[src/rtl/value_chunker_if.sv]
// ---------------------------------------------------------------------------
// value_chunker_if -- handshake bundle for value_chunker.
//   Input side : in_valid/in_ready carry one 8-bit word (in_val) plus the
//                extension mode the consumer will apply (is_sign_ext).
//   Output side: chunk_valid/chunk_ready carry one CHUNK_WIDTH-bit chunk at a
//                time with its index, a last flag and the word's chunk count.
//   slave  : the chunker itself.
//   master : whoever feeds words in and drains chunks out.
// ---------------------------------------------------------------------------
interface value_chunker_if #(
   parameter int CHUNK_WIDTH = 2
);
   logic                   in_valid;
   logic                   in_ready;
   logic [7:0]             in_val;
   logic                   is_sign_ext;
   logic                   chunk_valid;
   logic                   chunk_ready;
   logic [CHUNK_WIDTH-1:0] chunk;
   logic [2:0]             chunk_idx;
   logic                   chunk_last;
   logic [3:0]             num_chunks;

   modport slave (
      input  in_valid, in_val, is_sign_ext, chunk_ready,
      output in_ready, chunk_valid, chunk, chunk_idx, chunk_last, num_chunks
   );

   modport master (
      output in_valid, in_val, is_sign_ext, chunk_ready,
      input  in_ready, chunk_valid, chunk, chunk_idx, chunk_last, num_chunks
   );
endinterface

[src/rtl/value_chunker.sv]
// ---------------------------------------------------------------------------
// value_chunker -- splits an 8-bit value into the shortest LSB-first run of
// CHUNK_WIDTH-bit chunks that an immediate extender (sign or zero mode)
// rebuilds into the original value.
//   clk   : rising-edge clock
//   rst_n : asynchronous active-low reset
//   bus   : value_chunker_if.slave (word in, chunks out, valid/ready both)
// One word is held at a time; the next word is accepted only after the last
// chunk has been taken and the block has returned to IDLE.
// ---------------------------------------------------------------------------
module value_chunker #(
   parameter int CHUNK_WIDTH = 2
) (
   input  logic           clk,
   input  logic           rst_n,
   value_chunker_if.slave bus
);
   localparam int MAX_CHUNKS = 8 / CHUNK_WIDTH;

   localparam logic [0:0] S_IDLE = 1'b0;
   localparam logic [0:0] S_SEND = 1'b1;

   logic [0:0] state_q, state_d;
   logic [7:0] val_q, val_d;
   logic [3:0] num_q, num_d;
   logic [2:0] idx_q, idx_d;
   logic [3:0] k_min;
   logic       last;

   // True when the low nb bits of v, extended back to 8 bits, reproduce v.
   function automatic logic fits(input logic [7:0] v, input int nb,
                                 input logic sgn);
      logic [7:0] e;
      e = '0;
      for (int b = 0; b < 8; b++) begin
         if (b < nb) e[b] = v[b];
         else        e[b] = sgn & v[nb-1];
      end
      return e == v;
   endfunction

   // Scan from widest to narrowest so the last hit is the smallest k.
   // k = MAX_CHUNKS covers all 8 bits, so the default is always correct.
   always_comb begin
      k_min = 4'(MAX_CHUNKS);
      for (int k = MAX_CHUNKS; k >= 1; k--) begin
         if (fits(bus.in_val, k * CHUNK_WIDTH, bus.is_sign_ext))
            k_min = 4'(k);
      end
   end

   assign last = (state_q == S_SEND) && ({1'b0, idx_q} == num_q - 4'd1);

   always_comb begin
      state_d = state_q;
      val_d   = val_q;
      num_d   = num_q;
      idx_d   = idx_q;
      case (state_q)
         S_IDLE: begin
            if (bus.in_valid) begin
               state_d = S_SEND;
               val_d   = bus.in_val;
               num_d   = k_min;
               idx_d   = 3'd0;
            end
         end
         default: begin
            if (bus.chunk_ready) begin
               if (last) state_d = S_IDLE;
               else      idx_d   = idx_q + 3'd1;
            end
         end
      endcase
   end

   always_ff @(posedge clk or negedge rst_n) begin
      if (!rst_n) begin
         state_q <= S_IDLE;
         val_q   <= '0;
         num_q   <= '0;
         idx_q   <= '0;
      end else begin
         state_q <= state_d;
         val_q   <= val_d;
         num_q   <= num_d;
         idx_q   <= idx_d;
      end
   end

   // Outputs depend only on registered state: no in_valid -> chunk_valid or
   // chunk_ready -> in_ready combinational path.
   assign bus.in_ready    = (state_q == S_IDLE);
   assign bus.chunk_valid = (state_q == S_SEND);
   assign bus.chunk       = CHUNK_WIDTH'(val_q >> (int'(idx_q) * CHUNK_WIDTH));
   assign bus.chunk_idx   = idx_q;
   assign bus.chunk_last  = last;
   assign bus.num_chunks  = num_q;
endmodule

[src/flat_wrapper.sv]
// flat-port wrapper written by rule: the top's interface ports become plain ports
module value_chunker_flat 
#(
   parameter int CHUNK_WIDTH = 2
)
  (clk, rst_n, bus_in_valid, bus_in_val, bus_is_sign_ext, bus_chunk_ready, bus_in_ready, bus_chunk_valid, bus_chunk, bus_chunk_idx, bus_chunk_last, bus_num_chunks);
  value_chunker_if #(.CHUNK_WIDTH(CHUNK_WIDTH)) bus_i ();
  input  logic clk;
  input  logic rst_n;
  input wire logic [$bits(bus_i.in_valid)-1:0] bus_in_valid;
  input wire logic [$bits(bus_i.in_val)-1:0] bus_in_val;
  input wire logic [$bits(bus_i.is_sign_ext)-1:0] bus_is_sign_ext;
  input wire logic [$bits(bus_i.chunk_ready)-1:0] bus_chunk_ready;
  output wire logic [$bits(bus_i.in_ready)-1:0] bus_in_ready;
  output wire logic [$bits(bus_i.chunk_valid)-1:0] bus_chunk_valid;
  output wire logic [$bits(bus_i.chunk)-1:0] bus_chunk;
  output wire logic [$bits(bus_i.chunk_idx)-1:0] bus_chunk_idx;
  output wire logic [$bits(bus_i.chunk_last)-1:0] bus_chunk_last;
  output wire logic [$bits(bus_i.num_chunks)-1:0] bus_num_chunks;
  assign bus_i.in_valid = bus_in_valid;
  assign bus_i.in_val = bus_in_val;
  assign bus_i.is_sign_ext = bus_is_sign_ext;
  assign bus_i.chunk_ready = bus_chunk_ready;
  assign bus_in_ready = bus_i.in_ready;
  assign bus_chunk_valid = bus_i.chunk_valid;
  assign bus_chunk = bus_i.chunk;
  assign bus_chunk_idx = bus_i.chunk_idx;
  assign bus_chunk_last = bus_i.chunk_last;
  assign bus_num_chunks = bus_i.num_chunks;
  value_chunker #(.CHUNK_WIDTH(CHUNK_WIDTH)) u_core (.clk(clk), .rst_n(rst_n), .bus(bus_i));
endmodule
[config.mk]
export PLATFORM = sky130hd
export DESIGN_NAME = value_chunker_flat
export DESIGN_NICKNAME = d
export VERILOG_FILES = /design/src/rtl/value_chunker_if.sv /design/src/rtl/value_chunker.sv /design/src/flat_wrapper.sv
export SDC_FILE = /design/constraint.sdc
export NUM_CORES = 1
export LEC_CHECK = 0
export CELL_PAD_IN_SITES_DETAIL_PLACEMENT = 0
export CELL_PAD_IN_SITES_GLOBAL_PLACEMENT = 2
export CORE_ASPECT_RATIO = 1.2
export CORE_UTILIZATION = 29
export DETAILED_ROUTE_END_ITERATION = 7
export GPL_ROUTABILITY_DRIVEN = 0
export PLACE_DENSITY = 0.76
export RECOVER_POWER = 50
export SETUP_SLACK_MARGIN = 0.4
export SYNTH_ARGS = -nofsm -noshare
export SYNTH_HDL_FRONTEND = slang
export SYNTH_SLANG_ARGS = --single-unit
export TNS_END_PERCENT = 50
[constraint.sdc]
create_clock -name clk -period 2.3 [get_ports clk]
set_input_delay 0.345 -clock clk [delete_from_list [all_inputs] [get_ports clk]]
set_output_delay 0.345 -clock clk [all_outputs]
set_load 0.02 [all_outputs]
==> results.sh <==
export IMPL_outcome="finished clean"
export IMPL_via_per_inst=4.93
export IMPL_finalCritPeriodShare=0.871
export IMPL_crit_type="reg -> out"
export IMPL_pin_count=25
export IMPL_hpwl_mm=1.51
export IMPL_sw_frac_of_total=0.381
export IMPL_grt_max_degree=16
export IMPL_cts_sinks=15
export IMPL_clockPowerShare=0.080
export IMPL_worstPathRequired_ns=1.96
export IMPL_die_w_um=52.3
export IMPL_finalSetupTns_ns=0
export IMPL_antennaDiodeCount=0
export IMPL_antenna_found_initial=0
export IMPL_ys_async_sr_fraction=1.00
export IMPL_worst_slew_pin_slew_ns=0.704
export IMPL_yosys_area_top_type="dfrtp_1"
export IMPL_ant_nets=0
export IMPL_period_needed_ns=2.00
export IMPL_rsz0062_at_grt="yes"
export IMPL_synth_net_count=95
export IMPL_drv_slew=0
export IMPL_max_slew_margin_rel=0.529
export IMPL_syn_area_um2=882
export IMPL_power_frac_seq=0.255
export IMPL_routed_wl_mm=2.04
export IMPL_holdCritPathClass="reg -> reg"
export IMPL_worst_slack_ns=0.297
export IMPL_wire_per_inst_um=13.5
export IMPL_synth_ff_type="dfrtp_1"
export IMPL_numPortBuffers=23
export IMPL_synth_edff_count=0
export IMPL_cp_max_fo=2
export IMPL_tritoncts="yes"
export IMPL_p_leak_nw=0.561
export IMPL_crit_path_start_kind="flop"
export IMPL_avgSynthCellArea_um2=11.0
export IMPL_grt_first_pass_wirelength_mm=3.35
export IMPL_fp_dieArea_mm2=0.00327
export IMPL_switching_power_uw=738
export IMPL_core_area_mm2=0.00284
export IMPL_fin_util=0.458
export IMPL_drtIter0Drc=31
export IMPL_dr_total_vias=744
export IMPL_area_growth_pct=47.2
export IMPL_finalHoldViolations=0
export IMPL_first_pass_iters=4
export IMPL_synthTopCellsByArea="dfrtp_1 (43%), mux2_2 (10%), mux4_2 (5.1%)"
export IMPL_synth_cell_type_count=33
export IMPL_syn_instance_count=80
export IMPL_cp_end_kind="output pin"
export IMPL_multi_input_area_um2=503
export IMPL_clk_path_buf_depth=2
export IMPL_yosys_area_top_type_share=0.426
export IMPL_comb_power_share=0.665
export IMPL_drive_gt1_frac=0.359
export IMPL_grt_pass1_vias=682
export IMPL_die_h_um=62.4
export IMPL_start_util=0.311
export IMPL_cts_buffers=3
export IMPL_ys_warn_count=0
export IMPL_clockRootBuffer="clkbuf_4"
export IMPL_ctsHoldBuffers=0
export IMPL_p_per_area_mw_per_mm2=1490
export IMPL_nNetsFinal=133
export IMPL_maxCapViolations=0
export IMPL_clock_latency_ns=0.28
export IMPL_pre_cts_ws_ns=0.0789
export IMPL_clk_pin_slew_worst_paths_ns=0.10
export IMPL_synth_ff_latch_count=15
export IMPL_fillCellCount=295
export IMPL_clock_fmax_ghz=0.499
export IMPL_post_route_drc_count=0
export IMPL_yosysSeqAreaShare=0.426
export IMPL_seqCellArea_um2=377
export IMPL_cp_arrival_ns=1.66
export IMPL_p_int_mw=1.20
export IMPL_grt_usage=0.140
export IMPL_skew_ns=0.00618
export IMPL_grt_ovfl_total=0
export IMPL_num_rows=21
export IMPL_total_power_mw=1.94
export IMPL_setup_viol=0
export IMPL_vdd_drop_max_mv=0.735
export IMPL_h_tree_depth=1
[cell type report]
type                            count  area share
Sequential cell                    15       0.290
Tap cell                           34      0.0328
Multi-Input combinational cell     56       0.387
Timing Repair Buffer               36       0.252
Inverter                            6      0.0173
Clock buffer                        4      0.0202
[stage by stage]
stage	hold slack [ns]	cell area, µm²	std cells
global route	0.545	1300	151
detailed placement	0.489	1180	140
floorplan	0.0494	882	80
CTS	0.503	1250	149
finish	0.508	1300	151
global placement	0.485	1180	140
[flip-flops by register name, summed over array words and instances (netlist names)]
name / cells
u_core.val_q: 8
u_core.bus.chunk_idx: 3
u_core.bus.num_chunks: 3
u_core.bus.chunk_valid: 1
[cells in the mapped netlist, types with 2 or more instances]
cell type,number
nand2_1,7
mux4_2,2
o21ai_0,3
nor2b_1,2
dfrtp_1,15
ha_1,2
a21oi_1,3
inv_1,6
and3_1,2
a221o_1,2
nor3_1,3
nor2_1,4
xor2_1,2
mux2_2,8
[per-layer routing]
metal / wire (µm) / part of all wire / track usage / up-vias
met1: 923 / 0.45 / 0.205 / 367
met3: 90 / 0.044 / 0.0219 / 2
met4: 27 / 0.013 / 0.0691 / 0
met2: 996 / 0.49 / 0.195 / 18
met5: 0 / 0 / 0 / -
li1: - / - / - / 357
[critical path: stages (launching register included)]
cell and delay (ns):
dfrtp_1 0.40, inv_2 0.08, ha_4 0.20, xor2_2 0.14, nand3_1 0.11, or2_1 0.26, inv_2 0.07, buf_6 0.11
[final timing paths]
path | startpoint | to | slack, ns | depth (start not counted)
max | u_core.bus.num_chunks[0] | bus_chunk_last | 0.30 | 7
min | u_core.val_q[5] | u_core.val_q[5] | 0.51 | 1
max reg2reg | u_core.bus.num_chunks[0] | u_core.bus.chunk_idx[0] | 0.52 | 7
min reg2reg | u_core.val_q[5] | u_core.val_q[5] | 0.51 | 1
max in group asynchronous | rst_n | u_core.bus.chunk_idx[0] | 1.27 | 1
min in group asynchronous | rst_n | u_core.bus.chunk_idx[2] | 0.54 | 1
[cell usage in the layout (no fill, tap or decap), types with 2 or more instances in the layout]
cell / Yosys / layout
clkbuf_4: 0 / 3
nor3_1: 3 / 3
dfrtp_1: 15 / 14
clkdlybuf4s50_1: 0 / 19
inv_2: 0 / 3
nand2_1: 7 / 7
mux2_2: 8 / 8
nor2b_4: 0 / 2
o21ai_0: 3 / 3
buf_6: 1 / 3
a21oi_1: 3 / 3
a221o_1: 2 / 2
mux4_2: 2 / 2
nor2_1: 4 / 4
inv_1: 6 / 3
and3_1: 2 / 2
clkbuf_1: 0 / 2
buf_4: 1 / 12
[cell families after synthesis]
logic type,synth area share
compound gates,0.150
xor+xnor,0.0298
fa+ha+maj,0.0284
buf+inv,0.0525
flops,0.426
mux,0.165
other cells,0.00425
simple gates,0.145
[what timing repair did]
action / in CTS / in global routing
setup endpoints to repair: 4 / 6
endpoints found under the hold margin: 0 / 0
resized for setup: 17 / 11
pin swaps: 3 / 1
buffers inserted: 5 / 2
[power groups by stage]
stage	Sequential, mW	Combinational, mW	Clock, mW
after floorplan	0.555	0.554	0
after global placement	0.500	1.01	0
after detailed placement	0.506	1.02	0
after CTS	0.491	1.13	0.163
after global routing	0.510	1.39	0.174
final	0.494	1.29	0.156
Note: power is estimated with default switching activity, not from simulation.
